### src/rtl/pc_fetch_unit.sv
// Purpose : program counter plus single-outstanding instruction fetch stage feeding decode.
// Latency : imem_req rises the cycle after retire; the instruction is valid the cycle after imem_ack.
// Backpres: decode stalls via instr_ready=0 (instr held, no new fetch); memory stalls via withheld imem_ack.
//
// Ports:
//   clock, resetn          - rising-edge clock, asynchronous active-low reset
//   next_pc, is_branch     - redirect target and select from the branch/link unit (sampled at retire)
//   halt                   - decoded halt (sampled at retire)
//   pc, pc_inc             - current PC and pc+1 (combinational) for the branch/link unit
//   imem_req/addr/ack/data - level-held fetch request to instruction memory
//   instr, instr_valid,
//   instr_ready            - instruction handed to decode with a valid/ready handshake
//   halted, fault          - terminal states: halt retired, or ack timeout (both sticky until reset)
module pc_fetch_unit #(
  parameter int                ADDR_W      = 8,
  parameter int                INSTR_W     = 16,
  parameter logic [ADDR_W-1:0] RESET_PC    = '0,
  parameter int                ACK_TIMEOUT = 15
) (
  input  logic               clock,
  input  logic               resetn,
  input  logic [ADDR_W-1:0]  next_pc,
  input  logic               is_branch,
  input  logic               halt,
  output logic [ADDR_W-1:0]  pc,
  output logic [ADDR_W-1:0]  pc_inc,
  output logic               imem_req,
  output logic [ADDR_W-1:0]  imem_addr,
  input  logic               imem_ack,
  input  logic [INSTR_W-1:0] imem_data,
  output logic [INSTR_W-1:0] instr,
  output logic               instr_valid,
  input  logic               instr_ready,
  output logic               halted,
  output logic               fault
);

  typedef enum logic [2:0] {
    ST_BOOT   = 3'd0,
    ST_FETCH  = 3'd1,
    ST_HOLD   = 3'd2,
    ST_HALTED = 3'd3,
    ST_FAULT  = 3'd4
  } state_t;

  // The counter holds the number of unacknowledged request cycles already
  // spent; the cycle in which it equals ACK_TIMEOUT-1 is the last allowed
  // one, so imem_req is high for exactly ACK_TIMEOUT cycles before a fault.
  localparam logic [7:0] TIMEOUT_LAST = 8'(ACK_TIMEOUT - 1);

  state_t     state;
  state_t     state_nxt;
  logic [7:0] ack_cnt;
  logic       capture;
  logic       retire;
  logic       time_out;

  // ---------------------------------------------------------------------------
  // FSM state register
  // ---------------------------------------------------------------------------
  always_ff @(posedge clock or negedge resetn) begin
    if (!resetn) begin
      state <= ST_BOOT;
    end else begin
      state <= state_nxt;
    end
  end

  // ---------------------------------------------------------------------------
  // Next state and per-cycle control strobes
  // ---------------------------------------------------------------------------
  // imem_req is decoded from state so that an asynchronous reset (which forces
  // BOOT) drops the request immediately, abandoning any outstanding fetch.
  always_comb begin
    state_nxt = state;
    imem_req  = 1'b0;
    capture   = 1'b0;
    retire    = 1'b0;
    time_out  = 1'b0;
    case (state)
      ST_BOOT: begin
        // One quiet cycle after reset release; a stray ack here is ignored.
        state_nxt = ST_FETCH;
      end
      ST_FETCH: begin
        imem_req = 1'b1;
        if (imem_ack) begin
          // An ack in the final allowed cycle still wins over the timeout.
          capture   = 1'b1;
          state_nxt = ST_HOLD;
        end else if (ack_cnt >= TIMEOUT_LAST) begin
          time_out  = 1'b1;
          state_nxt = ST_FAULT;
        end
      end
      ST_HOLD: begin
        if (instr_ready) begin
          retire    = 1'b1;
          state_nxt = halt ? ST_HALTED : ST_FETCH;
        end
      end
      ST_HALTED: begin
        state_nxt = ST_HALTED;
      end
      ST_FAULT: begin
        state_nxt = ST_FAULT;
      end
      default: begin
        state_nxt = ST_BOOT;
      end
    endcase
  end

  // ---------------------------------------------------------------------------
  // Datapath: PC, instruction register, timeout counter, sticky flags
  // ---------------------------------------------------------------------------
  always_ff @(posedge clock or negedge resetn) begin
    if (!resetn) begin
      pc          <= RESET_PC;
      instr       <= '0;
      instr_valid <= 1'b0;
      ack_cnt     <= '0;
      halted      <= 1'b0;
      fault       <= 1'b0;
    end else begin
      // Counter runs only while a request stays unacknowledged; any exit from
      // FETCH (ack or timeout) or any other state clears it.
      if (state == ST_FETCH && state_nxt == ST_FETCH) begin
        ack_cnt <= ack_cnt + 8'd1;
      end else begin
        ack_cnt <= '0;
      end

      if (capture) begin
        instr       <= imem_data;
        instr_valid <= 1'b1;
      end else if (retire) begin
        instr_valid <= 1'b0;
      end

      // Branch inputs and halt only matter in the retire cycle.
      if (retire) begin
        pc <= is_branch ? next_pc : pc_inc;
        if (halt) begin
          halted <= 1'b1;
        end
      end

      if (time_out) begin
        fault <= 1'b1;
      end
    end
  end

  // Sequential next address wraps modulo 2^ADDR_W with no overflow indication.
  assign pc_inc    = pc + ADDR_W'(1);
  assign imem_addr = pc;

endmodule

### config.mk
export PLATFORM = sky130hd
export DESIGN_NAME = pc_fetch_unit
export DESIGN_NICKNAME = d
export VERILOG_FILES = /design/src/rtl/pc_fetch_unit.sv
export SDC_FILE = /design/constraint.sdc
export NUM_CORES = 1
export LEC_CHECK = 0
export CAP_MARGIN = 20
export CORE_UTILIZATION = 47
export CTS_CLUSTER_DIAMETER = 40
export CTS_CLUSTER_SIZE = 16
export DETAILED_ROUTE_END_ITERATION = 6
export PLACE_DENSITY_LB_ADDON = 0.05
export SLEW_MARGIN = 20
export SYNTH_ARGS = -nofsm -noshare
export SYNTH_HDL_FRONTEND = slang
export SYNTH_SLANG_ARGS = --single-unit
### constraint.sdc
create_clock -name clock -period 2.5 [get_ports clock]
set_input_delay 0.375 -clock clock [delete_from_list [all_inputs] [get_ports clock]]
set_output_delay 0.375 -clock clock [all_outputs]
set_load 0.01 [all_outputs]
* Word level (Yosys, flattened, before mapping) *
Cells that the tools add are included.

word-level totals
  register bits = 38
  input port bits = 30
  output and inout bits = 44
  logic and storage cells = 36

operators by class
  $lt $le $gt $ge = 1
  equality and inequality tests = 5
  multiplexer cells = 17
  reduce and logical (&&, ||, !) cells = 4
  add/subtract/negate cells = 2

operators with widths
  kind                 count
  $add 8x1->8 const B  2
  $mux 8               2
  $pmux 3 s5           1
  $mux 1               10
  $mux 3               3
  $ge 8x4->1 const B   1
  $eq 3x1->1 const B   2
  $eq 3x2->1 const B   2
  $eq 3x3->1 const B   1
  $logic_not 3->1      1
  $mux 2               1
  $reduce_and 2->1     1
  $reduce_bool 2->1    1
  $logic_and 1x1->1    1

* Logic depth before layout (Yosys ltp) *
  depth in word-level cells = 7
  depth in mapped cells = 5
  mapped depth without buffers = 5

* Least setup slack after synthesis *
Ideal clock, no wire load.

  path type = register -> output
  start point = register pc[1] (netlist: imem_addr[1])
  end point = output pc_inc[6]
  path slack = 0.958 ns
  path buffers = 0
  cell stages (with the launch flop) = 5
  arrival time = 1.167 ns
  data required time = 2.125 ns
  cell sequence = dfrtp_1 -> ha_1 -> nand3_1 -> nor2_1 -> xnor2_1

on the way
  longest elaborated chain between the ends = 1

ends and longest elaborated chain
  what                      RTL line  source
  start: declaration        25        output logic [ADDR_W-1:0] pc,
  start signal: assignment  143       pc <= is_branch ? next_pc : pc_inc;
  $add 8x1->8               156       assign pc_inc = pc + ADDR_W'(1);
  end: declaration          26        output logic [ADDR_W-1:0] pc_inc,

Every way passes these cells.

* Final worst setup path *
Same ends and word-level chain as after synthesis.

==> run_results.csv <==
group,metric,value,unit
clock_tree,cts_tree,"built",
critical_path,rr_startpoint,"state[0]$_DFF_PN0_",
placed_design,place_congestion,0.7718,
synth,synth_area_per_cell,11.96,µm²
critical_path,critPathMaxStageDelay,0.56,ns
die,ios,74,
drt,drtPass1Iterations,4,
grt,grt_overflow_total,0,
timing,max_freq,418.6,MHz
critical_path,worst_path_dominant_cell_family,"buffers and inverters",
power,p_leak,1.150,nW
final_layout,area_delta_synth_final,42.57,%
die,placementRows,22,
clock_tree,cts-root-buf,"clkbuf_8",
timing,post-route-min-period,2.389,ns
clock_tree,cts_sinks,38,
final_layout,fin_area,2711,µm²
final_layout,final_cell_mix,"clkdlybuf4s50_1, dfrtp_1, nor2_1",
synth,ys.flop_type,"dfrtp_1",
grt,grt_pass1_vias,1347,
synth,synth-seq-area-share,50.00,%
placed_design,hpwl,2998,µm
final_layout,n_antenna_cell,0,
drt,via_per_inst,5.233,
power,pwr-share-comb,46.7,%
grt,antenna_found_initial,0,
die,die_w,65.61,µm
grt,grt_pass1_wl,6258,µm
die,die-area,4305,µm²
critical_path,r2r_slack,0.68,ns
drt,antenna_left,0,
clock_tree,hold_buffers,0,
critical_path,crit_chain,"ha_2, nand3_1, nor2_1, xnor2_1, clkdlybuf4s50_1",
critical_path,regToRegEndpoint,"imem_addr[6]$_DFFE_PN0P_",
synth,yosysTopAreaCell,"dfrtp_1",
drt,drc,0,
synth,async_reset_ff_share,100.0,%
timing,tns,0,ns
synth,synth_edf_count,0,
critical_path,crit_slowest_cell,"clkdlybuf4s50_1",
timing,rsz0062_at_grt,"no",
drt,wl,4133,µm
timing,slew_headroom,45.77,%
die,core-area,3771,µm²
synth,netlist_instances,159,
critical_path,cp-start-kind,"flip-flop",
run_status,outcome,"finished, final reports clean",
timing,layout_worst_path_cycle_share,95.55,%
critical_path,crit_fanout,7,
power,peakVddDrop,0.5586,mV
drt,vias,1439,
power,swShare,31.55,%
power,p_int,2.166,mW
clock_tree,h-tree-depth,2,
synth,synth_area_leaders,"dfrtp_1, mux2_4, mux2_2, buf_4, xnor2_1",
timing,whs,0.1537,ns
power,pwr-share-seq,33.3,%
clock_tree,cts_setup_buffers,0,
clock_tree,cts_buffer_depth,2,
final_layout,drive_above_1_share,14.98,%
critical_path,arrival,2.01,ns
final_layout,mostFrequentLayoutCell,"clkdlybuf4s50_1",
synth,ys_seq_elements,38,
timing,finClkSkew,0.009492,ns
clock_tree,clk_pin_slew,0.08,ns
power,p_per_area,1167,nW/µm²
power,pwr-share-clk,20.0,%
timing,slew_viol_final,0,
grt,grt_max_degree,39,
critical_path,r2r_cells,3,
job,maxCapViolCount,0,
drt,avgRoutedWirePerCell,15.03,µm
synth,synth_cell_types,40,
placed_design,portBuffers,73,
clock_tree,clock_latency,0.30,ns
timing,worstMarginPinSlew,0.8134,ns
final_layout,num-nets-final,259,
timing,hold_viol,0,
drt,drt_iter0_markers,77,
critical_path,cp.required,2.12,ns
grt,grt_usage,20.09,%
worst_hold_path,hp-class,"input pin to async pin",
timing,setup_viol,0,
critical_path,path_buf_inv,1,
power,p_sw,0.9983,mW
die,die_y,65.61,µm
clock_tree,numCtsBuffers,5,
critical_path,setup.worst_path.start,"imem_addr[1]$_DFFE_PN0P_",
critical_path,end_kind,"primary output",
die,start_util,50.43,%
synth,synth_warnings,0,
synth,synthDominantCellAreaShare,50.00,%
critical_path,critical_path_class,"flip-flop to primary output",
synth,netlist_area,1902,µm²
placed_design,dpl_cell_area,2569,µm²
## worst register-to-register path: stages, from the launching register on
cell and delay, ns:
dfrtp_1 0.44, and4bb_1 0.73, mux2_2 0.42, o311ai_0 0.11
## metal layers
| layer | global-route usage [%] | part of all wire (%) | vias up |
|---|---|---|---|
| met4 | 6.522 | 1.4 | 0 |
| met1 | 23.14 | 41 | 712 |
| met3 | 6.424 | 5.9 | 6 |
| met2 | 35.05 | 52 | 44 |
| li1 | - | - | 677 |
| met5 | 0 | 0 | - |
## power groups by stage
| stage | clock network, mW | logic (mW) | registers (mW) |
|---|---|---|---|
| after global routing | 0.667 | 1.57 | 1.09 |
| after global placement | 0 | 1.45 | 1.03 |
| after CTS | 0.642 | 1.49 | 1.05 |
| after detailed placement | 0 | 1.48 | 1.06 |
| after floorplan | 0 | 0.697 | 1.11 |
| final | 0.634 | 1.48 | 1.05 |
## worst max-delay path by stage
| stage | cells after the start | end | slack, ns |
|---|---|---|---|
| after detailed placement | 4 | imem_addr[6]$_DFFE_PN0P_ | 0.30 |
| after global routing | 5 | pc_inc[6] | 0.008 |
| final | 5 | pc_inc[6] | 0.11 |
| after CTS | 5 | pc_inc[6] | 0.02 |
| after global placement | 4 | imem_addr[6]$_DFFE_PN0P_ | 0.40 |
| after floorplan | 4 | pc_inc[6] | 0.96 |
## repair_timing
| action | 4_1_cts | 5_1_grt |
|---|---|---|
| endpoints found under the setup margin | 0 | 1 |
| endpoints found under the hold margin | 0 | 0 |
| resized for setup | 0 | 3 |
## Yosys cell counts, types with 4 or more instances
master	number
buf_4	9
nor2_1	11
inv_1	8
mux2_4	9
nand3_1	6
nand2_1	7
a21oi_1	6
xnor2_1	6
dfrtp_1	38
mux2_2	8
o21ai_0	4
## flip-flops by register name, summed over array words and instances (netlist names)
signal	count
instr_valid	1
ack_cnt	8
fault	1
state	3
halted	1
imem_addr	8
instr	16
## cell type report
type | count | area, µm²
fillers | 254 | 1060
multi-input cells | 100 | 804.5
inverters | 8 | 30.03
clock inverters | 3 | 68.82
repair buffers | 73 | 725.7
well taps | 48 | 60.06
clock buffers | 5 | 68.82
flip-flops and latches | 38 | 953.4
## cells by family (layout without fill, tap and decap cells)
family                   after synthesis  count (layout)  synth area share, %
flip-flops                            38              38                50.00
buffers and inverters                 23              89                8.223
AND/OR/NAND/NOR                       41              41                13.42
adder cells (fa/ha/maj)                3               3                1.974
XOR/XNOR                               9               9                4.145
AO/OA/AOI/OAI                         24              24                8.619
other                                  1               3               0.1972
multiplexers                          20              20                13.42
## stage by stage
step	cells	utilization [%]	setup slack [ns]	power, mW
after floorplan	161	-	0.9580	1.804
after global placement	267	68.12	0.4049	2.483
after detailed placement	267	68.12	0.3044	2.538
after CTS	275	71.77	0.02316	3.178
after global routing	275	71.90	0.008311	3.328
final	275	71.90	0.1113	3.164
Power figures use the tool's default switching activity.
